==> src/rtl/idu_pipe_pkg.sv <==
// Shared decode constants for the idu stage: one-hot op bit positions,
// major opcodes, funct7 patterns and bus widths.
package idu_pipe_pkg;

    localparam int REG_BUS      = 32;
    localparam int REG_ADDR_BUS = 5;

    // One-hot op positions on dec_info_bus_o. Bit 0 (OR) is relied on downstream.
    localparam int DEC_INFO_W = 20;
    localparam int DEC_OR     = 0;
    localparam int DEC_ADD    = 1;
    localparam int DEC_SUB    = 2;
    localparam int DEC_SLL    = 3;
    localparam int DEC_SLT    = 4;
    localparam int DEC_SLTU   = 5;
    localparam int DEC_XOR    = 6;
    localparam int DEC_SRL    = 7;
    localparam int DEC_SRA    = 8;
    localparam int DEC_AND    = 9;
    localparam int DEC_ADDI   = 10;
    localparam int DEC_SLTI   = 11;
    localparam int DEC_SLTIU  = 12;
    localparam int DEC_XORI   = 13;
    localparam int DEC_ORI    = 14;
    localparam int DEC_ANDI   = 15;
    localparam int DEC_SLLI   = 16;
    localparam int DEC_SRLI   = 17;
    localparam int DEC_SRAI   = 18;
    localparam int DEC_LUI    = 19;

    // Major opcodes, inst[6:2]
    localparam logic [4:0] OPC_OP    = 5'b01100;
    localparam logic [4:0] OPC_OPIMM = 5'b00100;
    localparam logic [4:0] OPC_LUI   = 5'b01101;

    localparam logic [6:0] F7_BASE = 7'b0000000;
    localparam logic [6:0] F7_ALT  = 7'b0100000;

    typedef enum logic [1:0] {
        IMM_NONE  = 2'd0,
        IMM_I     = 2'd1,
        IMM_SHAMT = 2'd2,
        IMM_U     = 2'd3
    } imm_sel_e;

endpackage

==> src/rtl/idu_pipe_dec.sv <==
// Purely combinational RV32I ALU-subset decoder: instruction word to one-hot
// op, immediate, illegal flag and rd write enable.
module idu_pipe_dec
    import idu_pipe_pkg::*;
#(
    parameter int XLEN = 32
) (
    input  logic [31:0]           inst,
    output logic [DEC_INFO_W-1:0] dec_info,
    output logic [XLEN-1:0]       imm,
    output logic                  illegal,
    output logic                  rd_we
);

    logic [4:0] opc;
    logic [2:0] funct3;
    logic [6:0] funct7;
    imm_sel_e   imm_sel;

    assign opc    = inst[6:2];
    assign funct3 = inst[14:12];
    assign funct7 = inst[31:25];

    // Exact-match decode; imm_sel is only set when an op actually matches,
    // so illegal encodings carry a zero immediate.
    always_comb begin
        dec_info = '0;
        imm_sel  = IMM_NONE;
        if (inst[1:0] == 2'b11) begin
            case (opc)
                OPC_OP: begin
                    case (funct3)
                        3'b000: begin
                            if (funct7 == F7_BASE)     dec_info[DEC_ADD] = 1'b1;
                            else if (funct7 == F7_ALT) dec_info[DEC_SUB] = 1'b1;
                        end
                        3'b001: dec_info[DEC_SLL]  = (funct7 == F7_BASE);
                        3'b010: dec_info[DEC_SLT]  = (funct7 == F7_BASE);
                        3'b011: dec_info[DEC_SLTU] = (funct7 == F7_BASE);
                        3'b100: dec_info[DEC_XOR]  = (funct7 == F7_BASE);
                        3'b101: begin
                            if (funct7 == F7_BASE)     dec_info[DEC_SRL] = 1'b1;
                            else if (funct7 == F7_ALT) dec_info[DEC_SRA] = 1'b1;
                        end
                        3'b110: dec_info[DEC_OR]   = (funct7 == F7_BASE);
                        3'b111: dec_info[DEC_AND]  = (funct7 == F7_BASE);
                    endcase
                end
                OPC_OPIMM: begin
                    case (funct3)
                        3'b000: begin dec_info[DEC_ADDI]  = 1'b1; imm_sel = IMM_I; end
                        3'b010: begin dec_info[DEC_SLTI]  = 1'b1; imm_sel = IMM_I; end
                        3'b011: begin dec_info[DEC_SLTIU] = 1'b1; imm_sel = IMM_I; end
                        3'b100: begin dec_info[DEC_XORI]  = 1'b1; imm_sel = IMM_I; end
                        3'b110: begin dec_info[DEC_ORI]   = 1'b1; imm_sel = IMM_I; end
                        3'b111: begin dec_info[DEC_ANDI]  = 1'b1; imm_sel = IMM_I; end
                        3'b001: begin
                            if (funct7 == F7_BASE) begin
                                dec_info[DEC_SLLI] = 1'b1;
                                imm_sel = IMM_SHAMT;
                            end
                        end
                        3'b101: begin
                            if (funct7 == F7_BASE) begin
                                dec_info[DEC_SRLI] = 1'b1;
                                imm_sel = IMM_SHAMT;
                            end else if (funct7 == F7_ALT) begin
                                dec_info[DEC_SRAI] = 1'b1;
                                imm_sel = IMM_SHAMT;
                            end
                        end
                    endcase
                end
                OPC_LUI: begin
                    dec_info[DEC_LUI] = 1'b1;
                    imm_sel = IMM_U;
                end
                default: ;
            endcase
        end
    end

    // Immediate formation; signed casts sign-extend to XLEN.
    always_comb begin
        case (imm_sel)
            IMM_I:     imm = XLEN'($signed(inst[31:20]));
            IMM_SHAMT: imm = XLEN'(inst[24:20]);
            IMM_U:     imm = XLEN'($signed({inst[31:12], 12'b0}));
            default:   imm = '0;
        endcase
    end

    assign illegal = ~|dec_info;
    assign rd_we   = ~illegal & (|inst[11:7]);

endmodule

==> src/rtl/idu_pipe.sv <==
// Registered decode stage between ifu and exu with valid/ready on both sides,
// optional one-entry skid buffer and synchronous flush.
module idu_pipe
    import idu_pipe_pkg::*;
#(
    parameter int XLEN    = 32,
    parameter int REG_AW  = 5,
    parameter bit SKID_EN = 1'b1
) (
    input  logic                  clk,
    input  logic                  rst_n,
    input  logic                  in_valid_i,
    output logic                  in_ready_o,
    input  logic [31:0]           pc_i,
    input  logic [31:0]           inst_i,
    output logic [REG_AW-1:0]     rs1_addr_o,
    output logic [REG_AW-1:0]     rs2_addr_o,
    input  logic [XLEN-1:0]       rs1_data_i,
    input  logic [XLEN-1:0]       rs2_data_i,
    input  logic                  flush_i,
    output logic                  out_valid_o,
    input  logic                  out_ready_i,
    output logic [31:0]           pc_o,
    output logic [XLEN-1:0]       rs1_data_o,
    output logic [XLEN-1:0]       rs2_data_o,
    output logic [XLEN-1:0]       imm_o,
    output logic [REG_AW-1:0]     rd_addr_o,
    output logic                  rd_we_o,
    output logic                  illegal_o,
    output logic [DEC_INFO_W-1:0] dec_info_bus_o
);

    typedef struct packed {
        logic [31:0]           pc;
        logic [XLEN-1:0]       rs1;
        logic [XLEN-1:0]       rs2;
        logic [XLEN-1:0]       imm;
        logic [REG_AW-1:0]     rd;
        logic                  rd_we;
        logic                  illegal;
        logic [DEC_INFO_W-1:0] dec_info;
    } payload_t;

    payload_t in_pl, out_pl, skid_pl;
    logic     out_valid, skid_valid;
    logic     out_valid_nxt, skid_valid_nxt;
    logic     in_fire, out_fire;
    logic     load_out, load_skid, skid_to_out;

    logic [DEC_INFO_W-1:0] dec_info;
    logic [XLEN-1:0]       dec_imm;
    logic                  dec_illegal, dec_rd_we;

    idu_pipe_dec #(.XLEN(XLEN)) u_dec (
        .inst     (inst_i),
        .dec_info (dec_info),
        .imm      (dec_imm),
        .illegal  (dec_illegal),
        .rd_we    (dec_rd_we)
    );

    assign rs1_addr_o = REG_AW'(inst_i[19:15]);
    assign rs2_addr_o = REG_AW'(inst_i[24:20]);

    assign in_pl.pc       = pc_i;
    assign in_pl.rs1      = rs1_data_i;
    assign in_pl.rs2      = rs2_data_i;
    assign in_pl.imm      = dec_imm;
    assign in_pl.rd       = REG_AW'(inst_i[11:7]);
    assign in_pl.rd_we    = dec_rd_we;
    assign in_pl.illegal  = dec_illegal;
    assign in_pl.dec_info = dec_info;

    // With the skid, ready depends only on a flop; without it, ready looks through to exu.
    assign in_ready_o = SKID_EN ? ~skid_valid : (~out_valid | out_ready_i);
    assign in_fire    = in_valid_i & in_ready_o;
    assign out_fire   = out_valid & out_ready_i;

    // Transfer steering: flush beats everything; a held skid entry drains before new input.
    always_comb begin
        load_out       = 1'b0;
        load_skid      = 1'b0;
        skid_to_out    = 1'b0;
        out_valid_nxt  = out_valid;
        skid_valid_nxt = skid_valid;
        if (flush_i) begin
            out_valid_nxt  = 1'b0;
            skid_valid_nxt = 1'b0;
        end else if (skid_valid) begin
            if (out_ready_i) begin
                skid_to_out    = 1'b1;
                skid_valid_nxt = 1'b0;
            end
        end else if (in_fire) begin
            if (out_valid & ~out_ready_i) begin
                load_skid      = 1'b1;
                skid_valid_nxt = 1'b1;
            end else begin
                load_out      = 1'b1;
                out_valid_nxt = 1'b1;
            end
        end else if (out_fire) begin
            out_valid_nxt = 1'b0;
        end
    end

    // Valid flags
    always_ff @(posedge clk or negedge rst_n) begin
        if (!rst_n) begin
            out_valid  <= 1'b0;
            skid_valid <= 1'b0;
        end else begin
            out_valid  <= out_valid_nxt;
            skid_valid <= skid_valid_nxt;
        end
    end

    // Payload registers; not cleared by flush since valid gates them.
    always_ff @(posedge clk or negedge rst_n) begin
        if (!rst_n) begin
            out_pl  <= '0;
            skid_pl <= '0;
        end else begin
            if (load_out)         out_pl <= in_pl;
            else if (skid_to_out) out_pl <= skid_pl;
            if (load_skid)        skid_pl <= in_pl;
        end
    end

    assign out_valid_o    = out_valid;
    assign pc_o           = out_pl.pc;
    assign rs1_data_o     = out_pl.rs1;
    assign rs2_data_o     = out_pl.rs2;
    assign imm_o          = out_pl.imm;
    assign rd_addr_o      = out_pl.rd;
    assign rd_we_o        = out_pl.rd_we;
    assign illegal_o      = out_pl.illegal;
    assign dec_info_bus_o = out_pl.dec_info;

endmodule

==> config.mk <==
export PLATFORM = sky130hd
export DESIGN_NAME = idu_pipe
export DESIGN_NICKNAME = d
export VERILOG_FILES = /design/src/rtl/idu_pipe_pkg.sv /design/src/rtl/idu_pipe_dec.sv /design/src/rtl/idu_pipe.sv
export SDC_FILE = /design/constraint.sdc
export NUM_CORES = 1
export LEC_CHECK = 0
export CELL_PAD_IN_SITES_DETAIL_PLACEMENT = 0
export CELL_PAD_IN_SITES_GLOBAL_PLACEMENT = 1
export CORE_AREA = 3 3 181 183
export CTS_CLUSTER_SIZE = 28
export DETAILED_ROUTE_END_ITERATION = 12
export DIE_AREA = 0 0 184 186
export HOLD_SLACK_MARGIN = 0.05
export PLACE_DENSITY = 0.81
export SLEW_MARGIN = 0
export SYNTH_ARGS = -nofsm -noshare
export SYNTH_HDL_FRONTEND = slang
export SYNTH_SLANG_ARGS = --single-unit
==> constraint.sdc <==
create_clock -name clk -period 3.1 [get_ports clk]
set_clock_uncertainty 0.05 [all_clocks]
set_input_delay 0.62 -clock clk [delete_from_list [all_inputs] [get_ports clk]]
set_output_delay 0.62 -clock clk [all_outputs]
set_load 0.1 [all_outputs]
== Word-level counts from Yosys, hierarchy flattened ==
Index checks and enable logic that the tools add are counted.
Storage, ports and cells
  output and inout port bits: 167
  register bits after elaboration: 312
  word-level logic and storage cells: 100
  input port bits: 133
Operators by class
  bitwise operators: 6
  reduce and logical (&&, ||, !) cells: 9
  multiplexer cells: 50
  equality and inequality tests: 17
Operators with widths (number)
  155-bit two-way mux: 2
  32-bit one-hot mux with 3 select lines: 1
  1-bit two-way mux: 36
  20-bit two-way mux: 1
  20-bit OR reduction: 1
  3-bit equality test, second input constant: 4
  2-bit two-way mux: 6
  5-bit by 4-bit equality test with 1-bit output, second input constant: 2
  10-bit two-way mux: 1
  9-bit two-way mux: 1
  7-bit by 6-bit equality test with 1-bit output, second input constant: 1
  7-bit zero test: 1
  2-bit equality test, second input constant: 3
  3-bit by 2-bit equality test with 1-bit output, second input constant: 2
  2-bit one-hot mux with 3 select lines: 1
  6-bit OR reduction: 1
  5-bit by 3-bit equality test with 1-bit output, second input constant: 1
  5-bit OR reduction: 1
  1-bit bitwise AND: 4
  2-bit one-hot mux with 2 select lines: 1
  3-bit by 1-bit equality test with 1-bit output, second input constant: 1
  3-bit zero test: 1
  3-bit != test, second input constant: 1
  3-bit AND reduction: 1
  other kinds (6): 7

== Longest topological paths before layout ==
  depth in word-level cells: 9
  depth in mapped cells: 7
  gate-level depth less buffers: 5

== Cells and area by module ==
Synthesis repeated with hierarchy kept, for this count alone.
Second synthesis, totals
  cell total of the unflattened synthesis: 946
  area total of the unflattened synthesis: 14317.5 um^2
Modules (own cells, without submodules)
  idu_pipe: times used 1, sequential area each 7807.5 um^2, cells each 849, area each 13676.9 um^2
  idu_pipe_dec: times used 1, sequential area each 0.0 um^2, cells each 97, area each 640.6 um^2

== Worst setup path after synthesis ==
No wires, ideal clock.
  path kind: register -> register
  start point: reg skid_valid
  end point: reg out_pl (netlist bit pc_o[0])
  path buffers: 2
  slack: 0.832 ns
  stages on the path, launching flop included: 8
  period minus slack after synthesis: 2.268 ns
  library setup time: 0.068 ns
  arrival: 2.150 ns
  required time: 2.982 ns
  path through: dfrtp_1 -> inv_1 -> nor3_1 -> nor2_1 -> clkbuf_1 -> clkbuf_1 -> nand2_1 -> nand2_1
Between the ends
  cells in the longest elaborated chain, start to end: 6
  elaborated cells on any way between the ends: 9
  those cells by class: 6 x mux; 2 x bitwise; 1 x reduce/logical
Ends and longest elaborated chain
  start, declared: line idu_pipe.sv:45  | logic out_valid, skid_valid;
  start signal, assigned: line idu_pipe.sv:114  | skid_valid <= skid_valid_nxt;
  1-bit inverter *: line idu_pipe.sv:75  | assign in_ready_o = SKID_EN ? ~skid_valid : (~out_valid | out_ready_i);
  named net in_ready_o: line idu_pipe.sv:13  | output logic in_ready_o,
  1-bit bitwise AND *: line idu_pipe.sv:76  | assign in_fire = in_valid_i & in_ready_o;
  1-bit two-way mux *: line idu_pipe.sv:94  | end else if (in_fire) begin
  1-bit two-way mux *: line idu_pipe.sv:89  | end else if (skid_valid) begin
  1-bit two-way mux *: line idu_pipe.sv:86  | if (flush_i) begin
  155-bit two-way mux or 2-bit nonzero test (tied branches)
  end signal, assigned: line idu_pipe.sv:124  | if (load_out) out_pl <= in_pl;
  end signal, assigned: line idu_pipe.sv:125  | else if (skid_to_out) out_pl <= skid_pl;
  end, declared: line idu_pipe.sv:44  | payload_t in_pl, out_pl, skid_pl;
Mark *: on every way through the listed nets, which the timed path passes. The rest lies on a longest branch.
A chain may end at the register's enable or synchronous reset.

== Final worst setup path ==
  start point: in inst_i[20]
  end point: out rs2_addr_o[0]
RTL lines
  start, declared: line idu_pipe.sv:15  | input logic [31:0] inst_i,
  end, declared: line idu_pipe.sv:17  | output logic [REG_AW-1:0] rs2_addr_o,
No word-level cell between the ends.

==> summary.md <==
| Metric | Value |
|---|---|
| Effective utilization at floorplan | `0.415` |
| Detailed router's first-iteration violation count | `around 630` |
| Slew at the pin closest to its max-slew limit | `0.605 ns` |
| Worst hold path type | `flop to flop` |
| Number of global-route vias before repair | `roughly 10,000` |
| Sequential cell area fraction in the yosys report | `0.600` |
| Post-synthesis cell count | `about 1,200` |
| Share of the clock period used by the worst path | `0.731` |
| Final count of negative-setup-slack endpoints | `0` |
| Die height | `approximately 190 um` |
| VDD IR max | `0.000481 V` |
| Unrepaired setup endpoints after global routing | `false` |
| Layout-stage area growth over the synthesis result | `33.5%` |
| Cell-by-cell listing of the critical path | `clkdlybuf4s50_1 > buf_4` |
| Number of cells in the finished layout apart from fillers | `approximately 1,900` |
| Root cell of the clock tree | `clkbuf_16` |
| Port-buffer cells | `299` |
| Fraction of power consumed by the clock network | `0.317` |
| Launch instance of the worst min-delay path | `skid_pl[117]` |
| Static power due to leakage | `around 0.0082 uW` |
| Maximum number of pins on one net before global-route repair | `73` |
| Clock tree from TritonCTS | `done` |
| Routed Antenna Nets | `0` |
| Setup slack on the worst flop-to-flop path | `between 1 and 1.5 ns` |
| H-tree Lvls | `2` |
| Number of antenna violations at the first check in global routing | `2` |
| Distinct cells, synth | `a little over 50` |
| Area of the placeable core | `~31,000 um2` |
| Run status | `complete, no violations` |
| Post-layout minimum cycle time | `around 2.3 ns` |
| Beginning of the worst register-to-register path | `out_valid_o` |
| Required time of the critical path | `2.43 ns` |
| Post-DP HPWL | `between 20,000 and 25,000 um` |
| Total number of clock tree sinks | `312` |
| Net Count, Synth | `between 1,000 and 1,500` |
| Horizontal die dimension | `184 um` |
| Total power | `about 13,000 uW` |
| CTS Buf Count | `35` |
| Total number of vias | `9,989` |
| Destination of the worst hold path | `rs1_data_o[26]` |
| Residual DRC count | `0` |
| Cell Rows | `65` |
| Endpoint class of the critical path | `output port` |
| Kind of cell adding the most delay to the critical path | `buffers and inverters` |
| Fraction of synthesis flops using an asynchronous set or reset pin | `1.00` |
| Vias per std cell | `around 5.3` |
| Largest fanout on the critical path | `4` |
| Total iterations of the first detailed-routing run | `5` |
| Total of flip-flops plus latches after synthesis | `about 310` |
| Avg Synthesized Cell Area | `~11 um2` |
| # Max-Cap Violations | `0` |
| Number of cells on the worst reg-to-reg path | `4` |
| Peak Freq | `441 MHz` |
| Buffers and inverters on the worst path | `2` |
| WL final | `roughly 36,000 um` |
| Placer's final routability congestion estimate | `roughly 0.83` |
| Layout filler cell count | `roughly 2,700` |
| Number of buffers between clock root and the deepest sink | `3` |
| Layout Utilization | `0.553` |
| Number of hold violations in the final report | `0` |
| Cell with the largest stage delay on the worst path | `clkdlybuf4s50_1` |
| Worst slew margin relative to its limit | `0.597` |
| Cell Pwr Density | `around 740 nW/um2` |
| Count of pins over their slew limit | `0` |
| Count of flip-flops with a built-in enable after synthesis | `0` |
| Register share of total power | `0.393` |
| Per-cell routed wire length | `around 19 um` |
| Post-CTS Setup Bufs | `0` |
| Critical Path Source Type | `primary input` |
| Number of warnings printed during yosys synthesis | `0` |
| Largest stage delay on the critical path | `0.62 ns` |
| Post-Route Setup TNS | `0 ns` |
| Die area | `34,200 um2` |
| Top_reg_cell synth | `dfrtp_1` |
| Setup CP Type | `primary input to output port` |
| Total placed cells including tap cells | `1,815` |
| Ratio of cells with drive above 1 in the final layout | `0.257` |
| Proportion of total power due to net switching | `0.367` |
| Post-Synthesis Cell Area | `between 10,000 and 15,000 um2` |
| Internal Dissipation | `between 8000 and 9000 uW` |
| Number of primary I/O pins | `300` |
| Insertion delay to the later sink of the worst-skew pair | `roughly 0.51 ns` |
| Reg clk slew, reported paths | `0.06 ns` |
| Capture instance of the worst register-to-register path | `dec_info_bus_o[5]` |
| Global-route total usage across every layer | `0.207` |
| Global-route wire length before repair | `roughly 57,000 um` |
| Power share of the combinational group | `0.290` |
| Remaining Overflow, GRT | `0` |
| Final #Nets | `~1,600` |
| Hold Path Stages | `2` |
| Ant diodes | `0` |
| Switching component of the power | `between 4000 and 5000 uW` |
| Data arrival at the endpoint of the critical path | `between 1.5 and 2 ns` |
cell usage in the layout (no fill, tap or decap), types with 12 or more instances in the layout:
master,count
clkdlybuf4s50_1,131
a211oi_1,19
nand2_1,257
mux2_2,104
buf_4,192
buf_12,18
o21ai_0,48
and2_0,14
clkbuf_16,36
a22o_1,18
nand4_1,12
nor2_1,15
a22oi_1,108
a21oi_1,51
dfrtp_1,312
power by group through the flow:
stage,clock network (uW),registers [uW],logic (uW)
5_1_grt,4340,5100,3890
2_1_floorplan,0,6980,769
3_3_place_gp,0,5060,3700
4_1_cts,4170,5020,3740
6_report,4050,5020,3710
3_5_place_dp,0,5080,3740
per-stage QoR:
stage | area, um2 | setup slack (ns) | hold slack, ns
after floorplan | 13000 | 0.832 | 0.274
after global placement | 16200 | 0.432 | 0.409
after detailed placement | 16200 | 0.374 | 0.413
after CTS | 17400 | 0.852 | 0.427
after global routing | 17400 | 0.778 | 0.443
final | 17400 | 0.834 | 0.418
how the worst max path moves through the flow:
stage,from,endpoint,slack [ns],depth (start not counted)
2_1_floorplan,skid_valid,pc_o[0],0.83,7
3_3_place_gp,inst_i[12],skid_pl[20],0.43,7
3_5_place_dp,inst_i[6],skid_pl[28],0.37,6
4_1_cts,inst_i[20],rs2_addr_o[0],0.85,2
5_1_grt,inst_i[26],skid_pl[20],0.78,6
6_report,inst_i[20],rs2_addr_o[0],0.83,2
final cells by class:
| type | instances | area [um2] | area share |
|---|---|---|---|
| sequential | 312 | 7810 | 0.449 |
| multi-input combinational | 748 | 4760 | 0.274 |
| timing repair buffer | 343 | 3140 | 0.181 |
| clock buffer | 48 | 1010 | 0.0579 |
| tap | 402 | 503 | 0.0289 |
| clock inverter | 10 | 118 | 0.00677 |
| inverter | 11 | 41.3 | 0.00238 |
timing repair:
action                                 4_1_cts  5_1_grt
endpoints found under the hold margin       50        0
hold buffers                                 1        0
gates resized for setup                      0        0
kinds of logic (layout without fill, tap and decap cells):
kind of cell           Yosys count  after routing  share of synthesized area
and+or+nand+nor                356            356                      0.123
DFF                            312            312                      0.600
AOI/OAI and AO/OA              282            282                      0.147
muxes                          110            110                     0.0946
buffers and inverters          108            412                     0.0359
registers in the layout, summed over array words and instances (netlist names):
register        flops
dec_info_bus_o     20
illegal_o           1
imm_o              32
out_valid_o         1
pc_o               32
rd_addr_o           5
rd_we_o             1
rs1_data_o         32
rs2_data_o         32
skid_pl           155
skid_valid          1
cells in the mapped netlist, types with 16 or more instances:
cell type / number / share of area
buf_2: 20 / 0.0077
dfrtp_1: 312 / 0.60
nand2_1: 257 / 0.074
mux2_2: 104 / 0.090
a21oi_1: 51 / 0.020
nor2_1: 16 / 0.0046
o21ai_0: 48 / 0.018
a22oi_1: 108 / 0.062
a22o_1: 18 / 0.012
a211oi_1: 19 / 0.011
clkbuf_1: 53 / 0.015
metal layers:
metal | vias to the layer above | wire length (um) | GRT usage
met5 | - | 23 | 0
met4 | 4 | 537 | 0.0411
met3 | 43 | 2680 | 0.0610
met2 | 267 | 16900 | 0.330
met1 | 4986 | 15900 | 0.285
li1 | 4689 | - | -
No activity file was read; power rests on OpenSTA's default activity.
